### src/rtl/ppt_pkg.sv
`default_nettype none
// ============================================================================
// Module      : ppt_pkg
// Description : Shared types and defaults for the presentation-controller
//               button path (debounce + event arbitration).
// Revision    : 1.0 - initial release
// ============================================================================
package ppt_pkg;

   localparam int DEFAULT_NUM_BTN         = 4;
   localparam int DEFAULT_DEBOUNCE_CYCLES = 1000;

   // Arbiter FSM: waiting for a pending press, or holding an offered event
   typedef enum logic [0:0] {
      IDLE  = 1'b0,
      OFFER = 1'b1
   } arb_state_t;

   // Width of a button index; never narrower than one bit
   function automatic int id_width(input int n);
      return (n > 1) ? $clog2(n) : 1;
   endfunction

endpackage
`default_nettype wire

### src/rtl/debounce_channel.sv
`default_nettype none
// ============================================================================
// Module      : debounce_channel
// Description : Single-button debouncer. The stable level follows the input
//               only after DEBOUNCE_CYCLES consecutive differing samples.
//               rise flags the edge on which level goes 0->1.
// Revision    : 1.0 - initial release
// ============================================================================
module debounce_channel #(
   parameter int DEBOUNCE_CYCLES = 1000,
   localparam int CNT_W = $clog2(DEBOUNCE_CYCLES)
) (
   input  logic clk,
   input  logic rst,
   input  logic sync,
   output logic level,
   output logic rise
);

   localparam logic [CNT_W-1:0] CNT_MAX = CNT_W'(DEBOUNCE_CYCLES - 1);

   logic [CNT_W-1:0] cnt;
   logic             at_max;

   assign at_max = (cnt == CNT_MAX);

   // Rise is flagged on the same edge that level will flip from 0 to 1
   assign rise = sync & ~level & at_max & ~rst;

   // Count consecutive samples that differ from the stable level
   always_ff @(posedge clk) begin
      if (rst) begin
         level <= 1'b0;
         cnt   <= '0;
      end else if (sync == level) begin
         cnt   <= '0;
      end else if (at_max) begin
         level <= sync;
         cnt   <= '0;
      end else begin
         cnt   <= cnt + 1'b1;
      end
   end

endmodule
`default_nettype wire

### src/rtl/button_event_arbiter.sv
`default_nettype none
// ============================================================================
// Module      : button_event_arbiter
// Description : Debounces NUM_BTN synchronized button levels, turns each
//               debounced press into a pending event and round-robin
//               arbitrates the pending events onto one valid/ready channel.
// Revision    : 1.0 - initial release
// ============================================================================
module button_event_arbiter
   import ppt_pkg::*;
#(
   parameter int NUM_BTN         = DEFAULT_NUM_BTN,
   parameter int DEBOUNCE_CYCLES = DEFAULT_DEBOUNCE_CYCLES,
   localparam int ID_W = id_width(NUM_BTN)
) (
   input  logic               clk,
   input  logic               rst,
   input  logic [NUM_BTN-1:0] btn_sync,
   output logic [NUM_BTN-1:0] btn_state,
   output logic               evt_valid,
   input  logic               evt_ready,
   output logic [ID_W-1:0]    evt_id,
   output logic               evt_overflow,
   input  logic               clear_overflow
);

   arb_state_t         state;
   logic [NUM_BTN-1:0] rise;
   logic [NUM_BTN-1:0] pending;
   logic [NUM_BTN-1:0] accept_vec;
   logic [ID_W-1:0]    last_grant;
   logic [ID_W-1:0]    grant;
   logic               grant_found;
   logic               accept;
   logic               ovf_set;

   generate
      for (genvar i = 0; i < NUM_BTN; i++) begin : g_debounce
         debounce_channel #(
            .DEBOUNCE_CYCLES (DEBOUNCE_CYCLES)
         ) u_debounce (
            .clk   (clk),
            .rst   (rst),
            .sync  (btn_sync[i]),
            .level (btn_state[i]),
            .rise  (rise[i])
         );
      end
   endgenerate

   assign accept     = (state == OFFER) && evt_ready;
   assign accept_vec = accept ? (NUM_BTN'(1) << evt_id) : '0;

   // A press landing on an already pending, not-being-accepted channel is lost
   assign ovf_set = |(rise & pending & ~accept_vec);

   // Round-robin pick: first pending bit after last_grant, wrapping around
   always_comb begin
      grant       = '0;
      grant_found = 1'b0;
      for (int k = 1; k <= NUM_BTN; k++) begin
         int idx;
         idx = (int'(last_grant) + k) % NUM_BTN;
         if (!grant_found && pending[idx[ID_W-1:0]]) begin
            grant       = ID_W'(idx);
            grant_found = 1'b1;
         end
      end
   end

   // Pending presses and sticky overflow; a fresh press beats acceptance
   always_ff @(posedge clk) begin
      if (rst) begin
         pending      <= '0;
         evt_overflow <= 1'b0;
      end else begin
         pending <= (pending & ~accept_vec) | rise;
         if (ovf_set) begin
            evt_overflow <= 1'b1;
         end else if (clear_overflow) begin
            evt_overflow <= 1'b0;
         end
      end
   end

   // Offer FSM: grant from IDLE, hold the offer stable until accepted
   always_ff @(posedge clk) begin
      if (rst) begin
         state      <= IDLE;
         evt_valid  <= 1'b0;
         evt_id     <= '0;
         last_grant <= ID_W'(NUM_BTN - 1);
      end else begin
         case (state)
            IDLE: begin
               if (grant_found) begin
                  evt_id    <= grant;
                  evt_valid <= 1'b1;
                  state     <= OFFER;
               end
            end
            OFFER: begin
               if (evt_ready) begin
                  last_grant <= evt_id;
                  evt_valid  <= 1'b0;
                  state      <= IDLE;
               end
            end
            default: begin
               evt_valid <= 1'b0;
               state     <= IDLE;
            end
         endcase
      end
   end

endmodule
`default_nettype wire
### config.mk
export PLATFORM = sky130hd
export DESIGN_NAME = button_event_arbiter
export DESIGN_NICKNAME = d
export VERILOG_FILES = /design/src/rtl/ppt_pkg.sv /design/src/rtl/debounce_channel.sv /design/src/rtl/button_event_arbiter.sv
export SDC_FILE = /design/constraint.sdc
export NUM_CORES = 1
export LEC_CHECK = 0
export CAP_MARGIN = 40
export CORE_MARGIN = 5
export CORE_UTILIZATION = 62
export DETAILED_ROUTE_END_ITERATION = 10
export PLACE_DENSITY = 0.89
export SKIP_CTS_REPAIR_TIMING = 1
export SLEW_MARGIN = 20
export SYNTH_ARGS = -nofsm -noshare
export SYNTH_HDL_FRONTEND = slang
export SYNTH_SLANG_ARGS = --single-unit
### constraint.sdc
create_clock -name clk -period 4.2 [get_ports clk]
set_input_delay 0.84 -clock clk [delete_from_list [all_inputs] [get_ports clk]]
set_output_delay 0.84 -clock clk [all_outputs]
set_load 0.01 [all_outputs]
==> out/results.ini, run 1 <==
[final_layout]
fillers=324
diodes=0
stdcell_count=343
area_growth_pct=10.1
layout.nets=309
drive_gt1_share_pct=3.75
utilization_pct=69.2
ff_latch_area_um2=1100
multi_input_area_um2=1240

[pwr]
p_leak_uw=0.000825
total_power_uw=888
ir_worst_vdd_uv=187
pwr-share-comb_pct=3.2
power_frac_clock_pct=37.4
power_density_nw_per_um2=328
switching_share_pct=19.9
seqPwrFrac_pct=59.4
p_int_uw=712
power_switching_uw=176

[timing]
slew_viol_final=0
fin_crit_ns=2.27
finalHoldViolCount=0
finClkSkew_ns=0.00401
timing.fmax_ghz=0.441
fin_tns_setup_ns=0
fin_crit_sh_pct=54.0
relSlewSlack_pct=46.0
rsz0062_at_grt=false
setup_viol=0
max_slew.worst_pin.slew_ns=0.808

[yosys]
yosysWarnings=0
synthDistinctLibCells=40
synthesis.area_um2=2460
synth_commonest_cells=dfxtp_1 (55), nor2_1 (53), xnor2_1 (23), nor3_1 (20), nand2_1 (18)
ys_seq_elements=55
ys.flop_type=dfxtp_1
synth.most_common_cell=dfxtp_1
synth_xor_area_share_pct=11.4
synth.mux.area_fraction_pct=1.22
synth-compound-area-share_pct=6.20
synth_top_cell_area_share_pct=44.7
synth_cells=282
synth-edff-count=0
synthesis.nets=298
synth_top_family_by_area=simple AND/OR/NAND/NOR gates
synthTopCellsByArea=dfxtp_1 (45%), xnor2_1 (8.2%), nor2_1 (8.1%), ha_1 (4.1%), nor3_1 (4.1%)
async_flop_share_pct=0
synth-seq-area-share_pct=44.7
syn_area_per_cell_um2=8.73
synthSimpleGateAreaFrac_pct=27.4
yosysTopAreaCell=dfxtp_1
synthAdderAreaFrac_pct=4.07

[grt]
grt_max_degree=25
antenna_found_initial=0
grt_overflow=0
track_usage_pct=17.1
grt_pass1_wl_mm=7.42
grt_pass1_vias=1792

[setup_path]
arrival_ns=2.51
cp-start-kind=input pin
endpoint_kind=flop
setup.worst_path.class=in2reg
crit_fanout=24
worstPathRequired_ns=4.44

[floorplan]
start_util_pct=62.9
std_cell_rows=23
die_y_um=73.0
io_pins=16
die_area_um2=5330
die_x_um=73.0
core_area_um2=3910

[clock_tree]
clkTransAtPathRegs_ns=0.09
cts_buffer_depth=2
cts_tree=yes
cts-root-buf=clkbuf_8
htree_num_levels=2
cts_buffers=5
clock_latency_ns=0.30
clock-sinks=55

[place]
gp_congestion=0.839
numPortBuffers=15
dp_hpwl_mm=3.01
place_inst=336

[detailed_routing]
ant_nets=0
dr.first_iter.drc_count=115
wirelength_mm=4.14
wl_per_cell_um=12.1
dr_total_vias=1866
dr.pass1.iters=4
vias_per_cell=5.44
route.detailed.drc=0

[status]
status=finished, final reports clean

[flow_run]
cap_viol_max_count=0

[hold_path]
min_path_type=reg2reg

==> kinds of logic (layout without fill, tap and decap cells) <==
logic type / count (synthesis) / count (layout)
DFF: 55 / 55
and+or+nand+nor: 137 / 137
muxes: 3 / 3
adders and majority gates: 8 / 8
AOI/OAI and AO/OA: 21 / 21
buffers and inverters: 26 / 37
xor gates and xnor gates: 32 / 32
==> layout make-up <==
cell class / instances / area share, %
inverters: 15 / 2.08
clock buffers: 6 / 2.68
flip-flops and latches: 55 / 40.6
repair buffers: 15 / 5.54
well taps: 50 / 2.31
clock inverters: 1 / 1.11
multi-input cells: 201 / 45.6
==> layer usage <==
| metal | wire, um | up-vias | GRT usage, % |
|---|---|---|---|
| li1 | - | 974 | - |
| met5 | 0 | - | 0 |
| met4 | 48 | 0 | 5.53 |
| met1 | 1920 | 869 | 21.1 |
| met3 | 133 | 5 | 3.86 |
| met2 | 2040 | 18 | 29.4 |
==> through the flow <==
stage	hold WS [ns]	setup WS [ns]	cell area (um^2)
finish	0.459	1.93	2710
global placement	0.429	1.66	2610
global route	0.491	1.79	2710
detailed placement	0.439	1.62	2610
CTS	0.462	1.94	2710
floorplan	0.417	2.34	2460
==> critical path: stages <==
cell	delay, ns
clkdlybuf4s50_1	0.82
or3_1	0.70
nor2_1	0.14
==> state kept, by name (all words and copies together) (netlist names) <==
signal                       cells
g_debounce.u_debounce.level      4
last_grant                       2
evt_id                           2
evt_overflow                     1
pending                          4
evt_valid                        1
g_debounce.u_debounce.cnt       40
state                            1
==> worst paths after layout <==
kind,to,from,depth (start not counted),slack (ns)
setup / recovery,g_debounce[0].u_debounce.cnt[6],rst,3,1.93
hold / removal,g_debounce[0].u_debounce.cnt[0],g_debounce[0].u_debounce.cnt[0],1,0.46
setup reg to reg,g_debounce[0].u_debounce.cnt[6],g_debounce[0].u_debounce.cnt[0],5,2.61
hold reg to reg,g_debounce[0].u_debounce.cnt[0],g_debounce[0].u_debounce.cnt[0],1,0.46
==> power groups by stage <==
stage	combinational (uW)	sequential (uW)	clock, uW
finish	28.4	528	332
global route	32.1	529	359
CTS	28.6	528	340
detailed placement	28.2	540	0
global placement	27.3	540	0
floorplan	18.2	540	0
==> cells in the final DEF, fill, tap and decap left out, types with 4 or more instances in the layout <==
cell / instances
clkbuf_8: 5
nand3_1: 14
xor2_1: 9
ha_1: 8
xnor2_1: 23
or3_1: 6
dfxtp_1: 55
nor2_1: 53
nor3_1: 20
nor4_1: 4
nand2_1: 18
nand4_1: 8
a21oi_1: 4
clkdlybuf4s50_1: 15
inv_1: 15
Power figures use the tool's default switching activity.
==> inputs of run 2 (changes only) <==
--- a/config.mk
+++ b/config.mk
@@ -7,9 +7,9 @@
 export LEC_CHECK = 0
 export CAP_MARGIN = 40
 export CORE_MARGIN = 5
-export CORE_UTILIZATION = 62
+export CORE_UTILIZATION = 52
 export DETAILED_ROUTE_END_ITERATION = 10
-export PLACE_DENSITY = 0.89
+export PLACE_DENSITY = 0.8
 export SKIP_CTS_REPAIR_TIMING = 1
 export SLEW_MARGIN = 20
 export SYNTH_ARGS = -nofsm -noshare
==> constraint.sdc (replaced) <==
create_clock -name clk -period 1.9 [get_ports clk]
set_input_delay 0.38 -clock clk [delete_from_list [all_inputs] [get_ports clk]]
set_output_delay 0.38 -clock clk [all_outputs]
set_load 0.01 [all_outputs]
==> run 2 against run 1 <==
Non-clock buffer count rose by 5. Global-route usage is 2.2 points lower. Sequential power grew 120%. Via count increased by 2.1%. Hold slack lost 0.0052 ns. Largest power group unchanged. Die area rose by 16%.
==> out/results.ini, run 2 (synthesized netlist as in run 1, its figures left out) <==
[timing]
fin_crit_sh_pct=89.8
setup_viol=0  ; unchanged
rsz0062_at_grt=false
finalHoldViolCount=0  ; unchanged
fin_tns_setup_ns=0  ; unchanged
slew_viol_final=0  ; unchanged
relSlewSlack_pct=74.8  ; +29 points
finClkSkew_ns=0.00406  ; +0.0000564 ns
fin_crit_ns=1.71
max_slew.worst_pin.slew_ns=0.374  ; -0.434 ns
timing.fmax_ghz=0.586

[detailed_routing]
route.detailed.drc=0  ; unchanged
wirelength_mm=4.39  ; +6.1%
wl_per_cell_um=12.4  ; +3.1%
dr_total_vias=1905  ; +2.1%
vias_per_cell=5.40  ; -0.80%
ant_nets=0  ; unchanged
dr.pass1.iters=4  ; unchanged
dr.first_iter.drc_count=120  ; +4.3%

[floorplan]
die_x_um=78.8  ; +7.9%
start_util_pct=52.8  ; -10 points
die_area_um2=6210  ; +16%
std_cell_rows=25  ; +8.7%
core_area_um2=4660  ; +19%
die_y_um=78.8  ; +7.9%
io_pins=16  ; unchanged

[setup_path]
r2r-end=g_debounce[0].u_debounce.cnt[5]
cp-start-kind=flop
cpPeakStageDelay_ns=0.58  ; -0.24 ns
crit_fanout=7  ; -71%
cp_top_family=buffers and inverters
reg2regPathDepth=5  ; unchanged
setup.worst_path.class=reg2out
critical_path.slowest_cell=clkdlybuf4s50_1
worstPathRequired_ns=1.52  ; -2.92 ns
r2r_slack_ns=0.29  ; -2.32 ns
startpoint=evt_id[1]
path_depth=1  ; -2
arrival_ns=1.33  ; -1.18 ns
path_cells=clkdlybuf4s50_1
crit_end=evt_id[1]
critPathBufInv=1  ; unchanged
timing.rr.start=g_debounce[0].u_debounce.cnt[0]
endpoint_kind=output port

[final_layout]
regMostFlops=g_debounce.u_debounce.cnt
stdcell_count=353  ; +2.9%
drive_gt1_share_pct=5.69  ; +1.9 points
reg_top3=g_debounce.u_debounce.cnt (40), g_debounce.u_debounce.level (4), pending (4)
largest_reg_flops=40  ; unchanged
utilization_pct=59.7  ; -9.5 points
layout.nets=314  ; +1.6%
diodes=0  ; unchanged
final_cell_mix=dfxtp_1 (55), nor2_1 (53), xnor2_1 (23)
area_growth_pct=13.0
layout_commonest_cell=dfxtp_1
fin_area_um2=2780  ; +2.7%

[grt]
grt_max_degree=17  ; -32%
grt_pass1_vias=1740  ; -2.9%
track_usage_pct=15.0  ; -2.2 points
grt_overflow=0  ; unchanged
antenna_found_initial=0  ; unchanged
grt_pass1_wl_mm=7.53  ; +1.5%

[pwr]
total_power_uw=2130  ; +140%
power_density_nw_per_um2=765  ; +130%
ir_worst_vdd_uv=506  ; +170%
p_leak_uw=0.000863  ; +4.5%

[clock_tree]
cts_buffers=5  ; unchanged
clock-sinks=55  ; unchanged
htree_num_levels=2  ; unchanged
cts_buffer_depth=2  ; unchanged
clkTransAtPathRegs_ns=0.09  ; about the same
cts-root-buf=clkbuf_8
cts_tree=yes
clock_latency_ns=0.31  ; about the same

[place]
gp_congestion=0.810  ; -3.4%
place_inst=345  ; +2.7%
dp_hpwl_mm=3.26  ; +8.3%
numPortBuffers=15  ; unchanged
dpl-instance-area_um2=2650  ; +1.6%

[hold_path]
min_path_type=reg2reg

[flow_run]
cap_viol_max_count=0  ; unchanged

[status]
status=finished, final reports clean

run 2: worst min-delay path by stage:
stage / from / endpoint / cells past startpoint
floorplan: g_debounce[0].u_debounce.cnt[0] / g_debounce[0].u_debounce.cnt[0] / 1
global placement: g_debounce[0].u_debounce.cnt[0] / g_debounce[0].u_debounce.cnt[0] / 1
detailed placement: g_debounce[2].u_debounce.cnt[0] / g_debounce[2].u_debounce.cnt[0] / 1
CTS: g_debounce[2].u_debounce.cnt[0] / g_debounce[2].u_debounce.cnt[0] / 1
global route: g_debounce[2].u_debounce.cnt[0] / g_debounce[2].u_debounce.cnt[0] / 1
finish: g_debounce[2].u_debounce.cnt[0] / g_debounce[2].u_debounce.cnt[0] / 1
run 2: power breakdown:
group / switching (uW) / total [uW] / internal, uW / leakage, uW
Combinational: 39.4 / 71.2 / 31.9 / 0.000353
Clock: 364 / 890 / 526 / 0.0000654
Sequential: 6.68 / 1170 / 1160 / 0.000444
run 2: layout make-up:
type	count	area [um^2]
Tap cell	54	67.6
Inverter	15	56.3
Fill cell	420	1880
Multi-Input combinational cell	201	1240
Clock buffer	6	72.6
Sequential cell	55	1100
Timing Repair Buffer	20	188
Clock inverter	2	60.1
run 2: stage by stage:
stage / hold slack, ns / setup slack (ns)
2_1_floorplan: 0.417 / 0.504
3_3_place_gp: 0.428 / -0.0113
3_5_place_dp: 0.441 / -0.0123
4_1_cts: 0.457 / 0.194
5_1_grt: 0.479 / 0.135
6_report: 0.454 / 0.194
run 2: layer usage:
metal | global-route usage [%] | wire [um] | up-vias
li1 | - | - | 990
met2 | 23.6 | 1900 | 26
met3 | 2.83 | 137 | 7
met5 | 0 | 0 | -
met1 | 20.0 | 2290 | 882
met4 | 6.47 | 63 | 0
==> inputs of run 3 (changes only) <==
--- a/config.mk
+++ b/config.mk
@@ -6,7 +6,6 @@
 export NUM_CORES = 1
 export LEC_CHECK = 0
 export CAP_MARGIN = 40
-export CORE_MARGIN = 5
 export CORE_UTILIZATION = 52
 export DETAILED_ROUTE_END_ITERATION = 10
 export PLACE_DENSITY = 0.8
==> run 3 against run 2 <==
Design area shrank 1.5%. Register-to-register slack lost 0.02 ns. Clock skew grew 0.0026 ns.
==> out/results.ini, run 3 (synthesized netlist as in run 1, its figures left out) <==
[floorplan]
die_y_um=70.8  ; -10%
std_cell_rows=24  ; -4.0%
io_pins=16  ; unchanged
die_x_um=70.8  ; -10%
start_util_pct=55.4  ; +2.6 points
core_area_um2=4440  ; -4.6%
die_area_um2=5010  ; -19%

[timing]
fin_crit_ns=1.69  ; -0.0114 ns
fin_crit_sh_pct=89.2  ; -0.60 points
fin_tns_setup_ns=0  ; unchanged
rsz0062_at_grt=false
finClkSkew_ns=0.00668  ; +0.00262 ns
finalHoldViolCount=0  ; unchanged
setup_viol=0  ; unchanged
relSlewSlack_pct=77.6  ; +2.8 points
max_slew.worst_pin.slew_ns=0.333  ; -0.0411 ns
timing.fmax_ghz=0.590  ; +0.67%
slew_viol_final=0  ; unchanged

[setup_path]
r2r_slack_ns=0.27  ; -0.02 ns
cp-start-kind=flop
startpoint=evt_id[1]
cpPeakStageDelay_ns=0.58  ; about the same
path_cells=clkdlybuf4s50_1
reg2regPathDepth=5  ; unchanged
path_depth=1  ; unchanged
setup.worst_path.class=reg2out
critPathBufInv=1  ; unchanged
cp_top_family=buffers and inverters
crit_end=evt_id[1]
crit_fanout=7  ; unchanged
worstPathRequired_ns=1.52  ; about the same
endpoint_kind=output port
r2r-end=g_debounce[0].u_debounce.cnt[9]
timing.rr.start=g_debounce[0].u_debounce.cnt[0]
arrival_ns=1.31  ; -0.02 ns
critical_path.slowest_cell=clkdlybuf4s50_1

[detailed_routing]
wl_per_cell_um=12.1  ; -2.4%
dr.first_iter.drc_count=101  ; -16%
ant_nets=0  ; unchanged
dr_total_vias=1932  ; +1.4%
wirelength_mm=4.24  ; -3.5%
route.detailed.drc=0  ; unchanged
vias_per_cell=5.54  ; +2.6%
dr.pass1.iters=6  ; +2

[flow_run]
cap_viol_max_count=0  ; unchanged

[final_layout]
layout.nets=313  ; -0.32%
diodes=0  ; unchanged
drive_gt1_share_pct=5.39  ; -0.30 points
final_cell_mix=dfxtp_1 (55), nor2_1 (53), xnor2_1 (23)
fin_area_um2=2740  ; -1.5%
area_growth_pct=11.3
layout_commonest_cell=dfxtp_1
reg_top3=g_debounce.u_debounce.cnt (40), g_debounce.u_debounce.level (4), pending (4)
largest_reg_flops=40  ; unchanged
regMostFlops=g_debounce.u_debounce.cnt

[grt]
grt_pass1_wl_mm=7.67  ; +1.8%
grt_overflow=0  ; unchanged
antenna_found_initial=0  ; unchanged
grt_pass1_vias=1766  ; +1.5%
track_usage_pct=18.8  ; +3.8 points
grt_max_degree=25  ; +8

[place]
dp_hpwl_mm=3.10  ; -5.1%
numPortBuffers=15  ; unchanged
gp_congestion=0.840  ; +3.7%
dpl-instance-area_um2=2650  ; about the same

[pwr]
switching_share_pct=20.9  ; +1.6 points
pwr-share-comb_pct=3.7  ; +0.4 points
total_power_uw=1870  ; -12%
seqPwrFrac_pct=62.4  ; +7.6 points
p_leak_uw=0.000845  ; -2.1%
p_int_uw=1480  ; -14%
power_density_nw_per_um2=682  ; -11%
power_switching_uw=390  ; -4.7%
ir_worst_vdd_uv=378  ; -25%
power_frac_clock_pct=33.8  ; -8.0 points

[status]
status=finished, final reports clean

[clock_tree]
clock_latency_ns=0.30  ; about the same
cts-root-buf=clkbuf_8
cts_buffers=5  ; unchanged
cts_tree=yes
clkTransAtPathRegs_ns=0.09  ; about the same
cts_buffer_depth=2  ; unchanged
htree_num_levels=2  ; unchanged
clock-sinks=55  ; unchanged

[hold_path]
min_path_type=reg2reg

[run 3: worst min path at each step]
stage / endpoint / depth (start not counted) / startpoint
floorplan: g_debounce[0].u_debounce.cnt[0] / 1 / g_debounce[0].u_debounce.cnt[0]
global placement: g_debounce[2].u_debounce.cnt[0] / 1 / g_debounce[2].u_debounce.cnt[0]
detailed placement: g_debounce[2].u_debounce.cnt[0] / 1 / g_debounce[2].u_debounce.cnt[0]
CTS: g_debounce[2].u_debounce.cnt[0] / 1 / g_debounce[2].u_debounce.cnt[0]
global route: g_debounce[0].u_debounce.cnt[0] / 1 / g_debounce[0].u_debounce.cnt[0]
finish: g_debounce[0].u_debounce.cnt[0] / 1 / g_debounce[0].u_debounce.cnt[0]
[run 3: power groups by stage]
stage / Combinational, uW / Sequential (uW) / Clock, uW
detailed placement: 70.3 / 1190 / 0
floorplan: 40.3 / 1190 / 0
global route: 79.7 / 1170 / 704
finish: 69.5 / 1170 / 632
global placement: 68.3 / 1190 / 0
CTS: 70.5 / 1170 / 644
[run 3: layout make-up]
| class | count | area [um^2] |
|---|---|---|
| Timing Repair Buffer | 19 | 193 |
| Inverter | 15 | 56.3 |
| Multi-Input combinational cell | 201 | 1240 |
| Fill cell | 399 | 1710 |
| Clock inverter | 1 | 5.00 |
| Clock buffer | 6 | 82.6 |
| Tap cell | 52 | 65.1 |
| Sequential cell | 55 | 1100 |
[run 3: routing by layer]
layer	part of all wire (%)	global-route usage [%]	wire, um
met3	2.6	3.28	111
met4	1.3	6.89	57
met2	47	29.8	1990
met1	49	25.8	2080
met5	0	0	0
[run 3: worst register-to-register path: cells and delay by family, from the launching register on]
| family | cells | cell delay, ns |
|---|---|---|
| AND/OR/NAND/NOR | 4 | 0.89 |
| flip-flops | 1 | 0.36 |
| adder cells (fa/ha/maj) | 1 | 0.25 |
[run 3: metrics by stage]
step	utilization, %	setup slack (ns)	std cells	hold slack (ns)
floorplan	-	0.504	282	0.417
global placement	59.7	0.0229	342	0.432
detailed placement	59.7	-0.00151	342	0.438
CTS	61.6	0.209	349	0.462
global route	61.6	0.120	349	0.477
finish	61.6	0.205	349	0.455
